--- src/rtl/fetch_queue_if.sv ---
// Fetch queue handshake bundle: instruction memory port and decode port.
// master is the fetch unit side, slave is the memory/decode side.
interface fetch_queue_if #(
  parameter int ADDR_W = 32,
  parameter int DEPTH  = 4
);
  localparam int CNT_W = $clog2(DEPTH) + 1;

  logic              imem_req_valid;
  logic [ADDR_W-1:0] imem_req_addr;
  logic              imem_req_ready;
  logic              imem_rsp_valid;
  logic [31:0]       imem_rsp_data;
  logic              redirect_valid;
  logic [ADDR_W-1:0] redirect_pc;
  logic              inst_valid;
  logic [31:0]       inst_data;
  logic [ADDR_W-1:0] inst_pc;
  logic              inst_ready;
  logic [CNT_W-1:0]  occupancy;

  modport master (
    output imem_req_valid, imem_req_addr,
    input  imem_req_ready, imem_rsp_valid, imem_rsp_data,
    input  redirect_valid, redirect_pc,
    output inst_valid, inst_data, inst_pc, occupancy,
    input  inst_ready
  );

  modport slave (
    input  imem_req_valid, imem_req_addr,
    output imem_req_ready, imem_rsp_valid, imem_rsp_data,
    output redirect_valid, redirect_pc,
    input  inst_valid, inst_data, inst_pc, occupancy,
    output inst_ready
  );
endinterface

--- src/rtl/fetch_queue.sv ---
// Instruction fetch unit: one outstanding imem request feeding a
// small instruction queue, with redirect flush and response drop.
module fetch_queue #(
  parameter int                ADDR_W   = 32,
  parameter int                DEPTH    = 4,
  parameter logic [ADDR_W-1:0] RESET_PC = '0
) (
  input logic           clk,
  input logic           rst,
  fetch_queue_if.master bus
);
  localparam int PTR_W = $clog2(DEPTH);
  localparam int CNT_W = PTR_W + 1;

  typedef enum logic [1:0] {
    IDLE,
    WAIT_RSP,
    WAIT_DROP
  } state_t;

  state_t            state;
  logic [ADDR_W-1:0] pc;
  logic [ADDR_W-1:0] pend_pc;
  logic [31:0]       data_q [DEPTH];
  logic [ADDR_W-1:0] pc_q   [DEPTH];
  logic [PTR_W-1:0]  wptr;
  logic [PTR_W-1:0]  rptr;
  logic [CNT_W-1:0]  count;

  logic req;
  logic acc;
  logic push;
  logic pop;

  // Only IDLE can request, so a free slot here is the reservation.
  assign req  = (state == IDLE) && !rst
              && (count < CNT_W'(DEPTH))
              && !bus.redirect_valid;
  assign acc  = req && bus.imem_req_ready;
  assign push = (state == WAIT_RSP) && bus.imem_rsp_valid
              && !bus.redirect_valid;
  assign pop  = (count != '0) && bus.inst_ready;

  assign bus.imem_req_valid = req;
  assign bus.imem_req_addr  = pc;
  assign bus.inst_valid     = (count != '0);
  assign bus.inst_data      = data_q[rptr];
  assign bus.inst_pc        = pc_q[rptr];
  assign bus.occupancy      = count;

  always_ff @(posedge clk) begin
    if (rst) begin
      state   <= IDLE;
      pc      <= RESET_PC;
      pend_pc <= '0;
      wptr    <= '0;
      rptr    <= '0;
      count   <= '0;
    end else begin
      if (bus.redirect_valid)
        pc <= bus.redirect_pc & ~ADDR_W'(3);
      else if (acc)
        pc <= pc + ADDR_W'(4);

      if (acc)
        pend_pc <= pc;

      unique case (state)
        IDLE: begin
          if (acc)
            state <= WAIT_RSP;
        end
        WAIT_RSP: begin
          if (bus.imem_rsp_valid)
            state <= IDLE;
          else if (bus.redirect_valid)
            state <= WAIT_DROP;
        end
        WAIT_DROP: begin
          if (bus.imem_rsp_valid)
            state <= IDLE;
        end
        default: state <= IDLE;
      endcase

      if (bus.redirect_valid) begin
        wptr  <= '0;
        rptr  <= '0;
        count <= '0;
      end else begin
        if (push)
          wptr <= wptr + PTR_W'(1);
        if (pop)
          rptr <= rptr + PTR_W'(1);
        count <= count + CNT_W'(push) - CNT_W'(pop);
      end
    end
  end

  always_ff @(posedge clk) begin
    if (push) begin
      data_q[wptr] <= bus.imem_rsp_data;
      pc_q[wptr]   <= pend_pc;
    end
  end
endmodule

--- src/flat_wrapper.sv ---
// flat-port wrapper written by rule: the top's interface ports become plain ports
module fetch_queue_flat 
#(
  parameter int                ADDR_W   = 32,
  parameter int                DEPTH    = 4,
  parameter logic [ADDR_W-1:0] RESET_PC = '0
)
  (clk, rst, bus_imem_req_valid, bus_imem_req_addr, bus_imem_req_ready, bus_imem_rsp_valid, bus_imem_rsp_data, bus_redirect_valid, bus_redirect_pc, bus_inst_valid, bus_inst_data, bus_inst_pc, bus_occupancy, bus_inst_ready);
  fetch_queue_if #(.ADDR_W(ADDR_W), .DEPTH(DEPTH)) bus_i ();
  input logic clk;
  input logic rst;
  output wire logic [$bits(bus_i.imem_req_valid)-1:0] bus_imem_req_valid;
  output wire logic [$bits(bus_i.imem_req_addr)-1:0] bus_imem_req_addr;
  input wire logic [$bits(bus_i.imem_req_ready)-1:0] bus_imem_req_ready;
  input wire logic [$bits(bus_i.imem_rsp_valid)-1:0] bus_imem_rsp_valid;
  input wire logic [$bits(bus_i.imem_rsp_data)-1:0] bus_imem_rsp_data;
  input wire logic [$bits(bus_i.redirect_valid)-1:0] bus_redirect_valid;
  input wire logic [$bits(bus_i.redirect_pc)-1:0] bus_redirect_pc;
  output wire logic [$bits(bus_i.inst_valid)-1:0] bus_inst_valid;
  output wire logic [$bits(bus_i.inst_data)-1:0] bus_inst_data;
  output wire logic [$bits(bus_i.inst_pc)-1:0] bus_inst_pc;
  output wire logic [$bits(bus_i.occupancy)-1:0] bus_occupancy;
  input wire logic [$bits(bus_i.inst_ready)-1:0] bus_inst_ready;
  assign bus_imem_req_valid = bus_i.imem_req_valid;
  assign bus_imem_req_addr = bus_i.imem_req_addr;
  assign bus_i.imem_req_ready = bus_imem_req_ready;
  assign bus_i.imem_rsp_valid = bus_imem_rsp_valid;
  assign bus_i.imem_rsp_data = bus_imem_rsp_data;
  assign bus_i.redirect_valid = bus_redirect_valid;
  assign bus_i.redirect_pc = bus_redirect_pc;
  assign bus_inst_valid = bus_i.inst_valid;
  assign bus_inst_data = bus_i.inst_data;
  assign bus_inst_pc = bus_i.inst_pc;
  assign bus_occupancy = bus_i.occupancy;
  assign bus_i.inst_ready = bus_inst_ready;
  fetch_queue #(.ADDR_W(ADDR_W), .DEPTH(DEPTH), .RESET_PC(RESET_PC)) u_core (.clk(clk), .rst(rst), .bus(bus_i));
endmodule
--- config.mk ---
export PLATFORM = sky130hd
export DESIGN_NAME = fetch_queue_flat
export DESIGN_NICKNAME = d
export VERILOG_FILES = /design/src/rtl/fetch_queue_if.sv /design/src/rtl/fetch_queue.sv /design/src/flat_wrapper.sv
export SDC_FILE = /design/constraint.sdc
export NUM_CORES = 1
export LEC_CHECK = 0
export ABC_AREA = 1
export CAP_MARGIN = 20
export CORE_MARGIN = 5
export CORE_UTILIZATION = 32
export DETAILED_ROUTE_END_ITERATION = 8
export GPL_ROUTABILITY_DRIVEN = 0
export GPL_TIMING_DRIVEN = 0
export PLACE_DENSITY = 0.59
export SLEW_MARGIN = 25
export SYNTH_ARGS = -nofsm -noshare
export SYNTH_HDL_FRONTEND = slang
export SYNTH_SLANG_ARGS = --single-unit
--- constraint.sdc ---
create_clock -name clk -period 5.5 [get_ports clk]
set_input_delay 0.825 -clock clk [delete_from_list [all_inputs] [get_ports clk]]
set_output_delay 0.825 -clock clk [all_outputs]
set_load 0.005 [all_outputs]
==> run_results.csv <==
group,metric,value,unit
clock_network,htreeDepth,2,
die,die-area,0.0443,mm²
critical_path,crit_arrival,3.11,ns
logic_synthesis,synthCells,1182,
power,p_total,5.16,mW
clock_network,clock_latency,0.53,ns
sta,hold_viol_final,0,
drt,vias,9395,
critical_path,reg2reg_from,"u_core.state[0]$_SDFFE_PP0P_",
drt,wl_per_cell,18.4,µm
hold_path,min_path_type,"flip-flop to flip-flop",
hold_path,min_from,"u_core.rptr[1]$_SDFFE_PP0P_",
critical_path,endpoint_kind,"primary output",
logic_synthesis,yosysTopAreaCellShare,57.9,%
final_layout,fillers,3774,
sta,clock.fmax,254,MHz
run_status,outcome,"completed",
power,power_density,311,mW/mm²
logic_synthesis,yosysUniqueCellTypes,36,
placed_design,dp_hpwl,24900,µm
die,core_area,0.0397,mm²
power,vdd_drop_max,0.000175,V
logic_synthesis,avgSynthCellArea,10.9,µm²
grt,grt_overflow,0,
drt,antenna_left,0,
die,rows,73,
die,initial_utilization,32.4,%
logic_synthesis,ys_top_cells_by_area,"edfxtp_1 58%, dfxtp_1 11%, o21ai_0 6.3%",
sta,max_slew.worst_pin.slew,0.871,ns
logic_synthesis,ys_seq_elements,319,
critical_path,crit_type,"flip-flop to primary output",
run,cap_violations,0,
critical_path,worstPathRequired,4.68,ns
drt,totalWireLength,35900,µm
grt,antenna_found_initial,0,
logic_synthesis,synthesis.area,0.0129,mm²
power,leakagePower,5.75,nW
logic_synthesis,yosys_warnings,0,
clock_network,cts_tree,"yes",
sta,rsz0062_at_grt,"no",
critical_path,ff2ff_setup_slack,3.13,ns
grt,grt_pass1_vias,9447,
critical_path,r2r_cells,7,
drt,drt_iter0_markers,809,
sta,setup_viol,0,
grt,grt_pass1_wl,55300,µm
hold_path,holdPathStages,2,
clock_network,clock_sinks,319,
logic_synthesis,yosys-top-cells-count,"248 x edfxtp_1, 210 x nor2_1, 162 x o21ai_0",
clock_network,cts_setup_buffers,0,
critical_path,path_max_fanout,10,
grt,track_usage,15.9,%
logic_synthesis,yosys.cell_count.top_type,"edfxtp_1",
final_layout,utilization,41.8,%
critical_path,reg2reg_to,"u_core.data_q[3][6]$_DFFE_PP_",
clock_network,holdBufCountCts,0,
die,die_y,210,µm
clock_network,cts-root-buf,"clkbuf_16",
critical_path,start_kind,"flip-flop",
final_layout,multi_input_area,0.00340,mm²
logic_synthesis,postSynth.asyncResetShare,0,%
final_layout,finalNetCount,1475,
final_layout,register_area,0.00887,mm²
sta,fin_crit_sh,71.5,%
final_layout,diodes,0,
logic_synthesis,yosys.area.top_type,"edfxtp_1",
logic_synthesis,synth_ff_type,"edfxtp_1",
sta,max_slew_margin,42.0,%
logic_synthesis,synth-edff-count,248,
drt,first_pass_iters,5,
clock_network,cts_resized,0,
final_layout,layout-drive-gt1-share,7.38,%
logic_synthesis,synth_seq_area_share,69.0,%
clock_network,cts_made_buffers,35,
sta,min_period,3.93,ns
sta,fin_ws,1.57,ns
placed_design,dp_worst_setup_slack,1.95,ns
clock_network,cts.clk_slew.worst_paths,0.06,ns
final_layout,syn2layout_area_growth,29.1,%
sta,report.final.slew_viol_count,0,
drt,drc_errors,0,
placed_design,portBuffers,163,
die,die-width,210,µm
sta,finClkSkew,0.0344,ns
die,ios,171,
clock_network,clock_path_buffers,3,
grt,grt_start_max_net_pins,23,
drt,vias_per_cell,4.82,
kinds of logic (layout without fill, tap and decap cells):
group,after synthesis,in the layout,share of synthesized area [%]
compound gates,274,274,11.5
xor+xnor,7,7,0.477
fa+ha+maj,8,8,0.837
buf+inv,153,391,4.92
flops,319,319,69.0
other cells,1,4,0.0292
simple gates,420,420,13.3
layer usage:
metal / up-vias / routed length [µm] / global-route usage, %
met3: 52 / 2520 / 3.27
li1: 4560 / - / -
met1: 4426 / 15800 / 21.6
met5: - / 0 / 0
met2: 357 / 16800 / 26.4
met4: 0 / 809 / 4.02
power by group:
group | total [mW] | switching (mW) | internal, mW
logic | 0.229 | 0.115 | 0.113
registers | 2.67 | 0.0434 | 2.62
clock network | 2.26 | 0.930 | 1.33
metrics by stage:
step	hold slack, ns	setup TNS [ns]	area [µm²]	instances
finish	0.462	0	16600	1948
global route	0.495	0	16600	1948
CTS	0.466	0	16600	1948
detailed placement	0.459	0	15500	1885
global placement	0.453	-408.75	15200	1873
floorplan	0.436	0	12900	1185
cell usage in the layout, fill, tap and decap left out, types with 3 or more instances in the layout:
cell type,count
buf_4,5
o21ai_0,162
clkinv_1,4
clkbuf_1,47
a211oi_1,3
dfxtp_1,71
inv_6,3
nor2_1,206
buf_2,20
a21oi_1,37
ha_1,7
clkdlybuf4s50_1,163
clkbuf_16,35
nand3_1,47
inv_1,84
xor2_1,6
edfxtp_1,248
clkinv_2,6
a31oi_1,5
buf_12,3
conb_1,4
bufinv_16,3
nor3_1,8
nor2_4,6
buf_16,9
o22ai_1,62
nand4_1,5
nand2_1,138
flip-flops by register name, summed over array words and instances (netlist names), named ones only:
register / flops
u_core.wptr: 2
u_core.bus.occupancy: 3
u_core.bus.imem_req_addr: 30
u_core.pc_q: 120
u_core.rptr: 2
u_core.data_q: 128
u_core.state: 2
u_core.pend_pc: 30
critical path, cell delays in order (launching register included):
cell	delay (ns)
dfxtp_1	0.30
clkbuf_1	0.37
inv_1	0.48
clkbuf_1	0.44
o21ai_0	0.17
o22ai_1	0.26
clkdlybuf4s50_1	0.57
worst max-delay path by stage:
stage | depth (start not counted) | slack, ns | end
CTS | 6 | 1.53 | bus_inst_pc[11]
detailed placement | 7 | 1.95 | u_core.data_q[3][4]$_DFFE_PP_
global route | 6 | 1.43 | bus_inst_data[28]
global placement | 4 | -1.78 | u_core.data_q[3][4]$_DFFE_PP_
floorplan | 4 | 1.29 | u_core.data_q[0][0]$_DFFE_PP_
finish | 6 | 1.57 | bus_inst_pc[23]
layout make-up:
| type | instances | share of cell area, % |
|---|---|---|
| Inverter | 86 | 1.95 |
| Clock inverter | 19 | 1.09 |
| Multi-Input combinational cell | 713 | 20.5 |
| Buffer | 67 | 1.87 |
| Sequential cell | 319 | 53.4 |
| Clock buffer | 44 | 5.54 |
| Tap cell | 525 | 3.96 |
| Timing Repair Buffer | 175 | 11.7 |
Power figures use the tool's default switching activity.
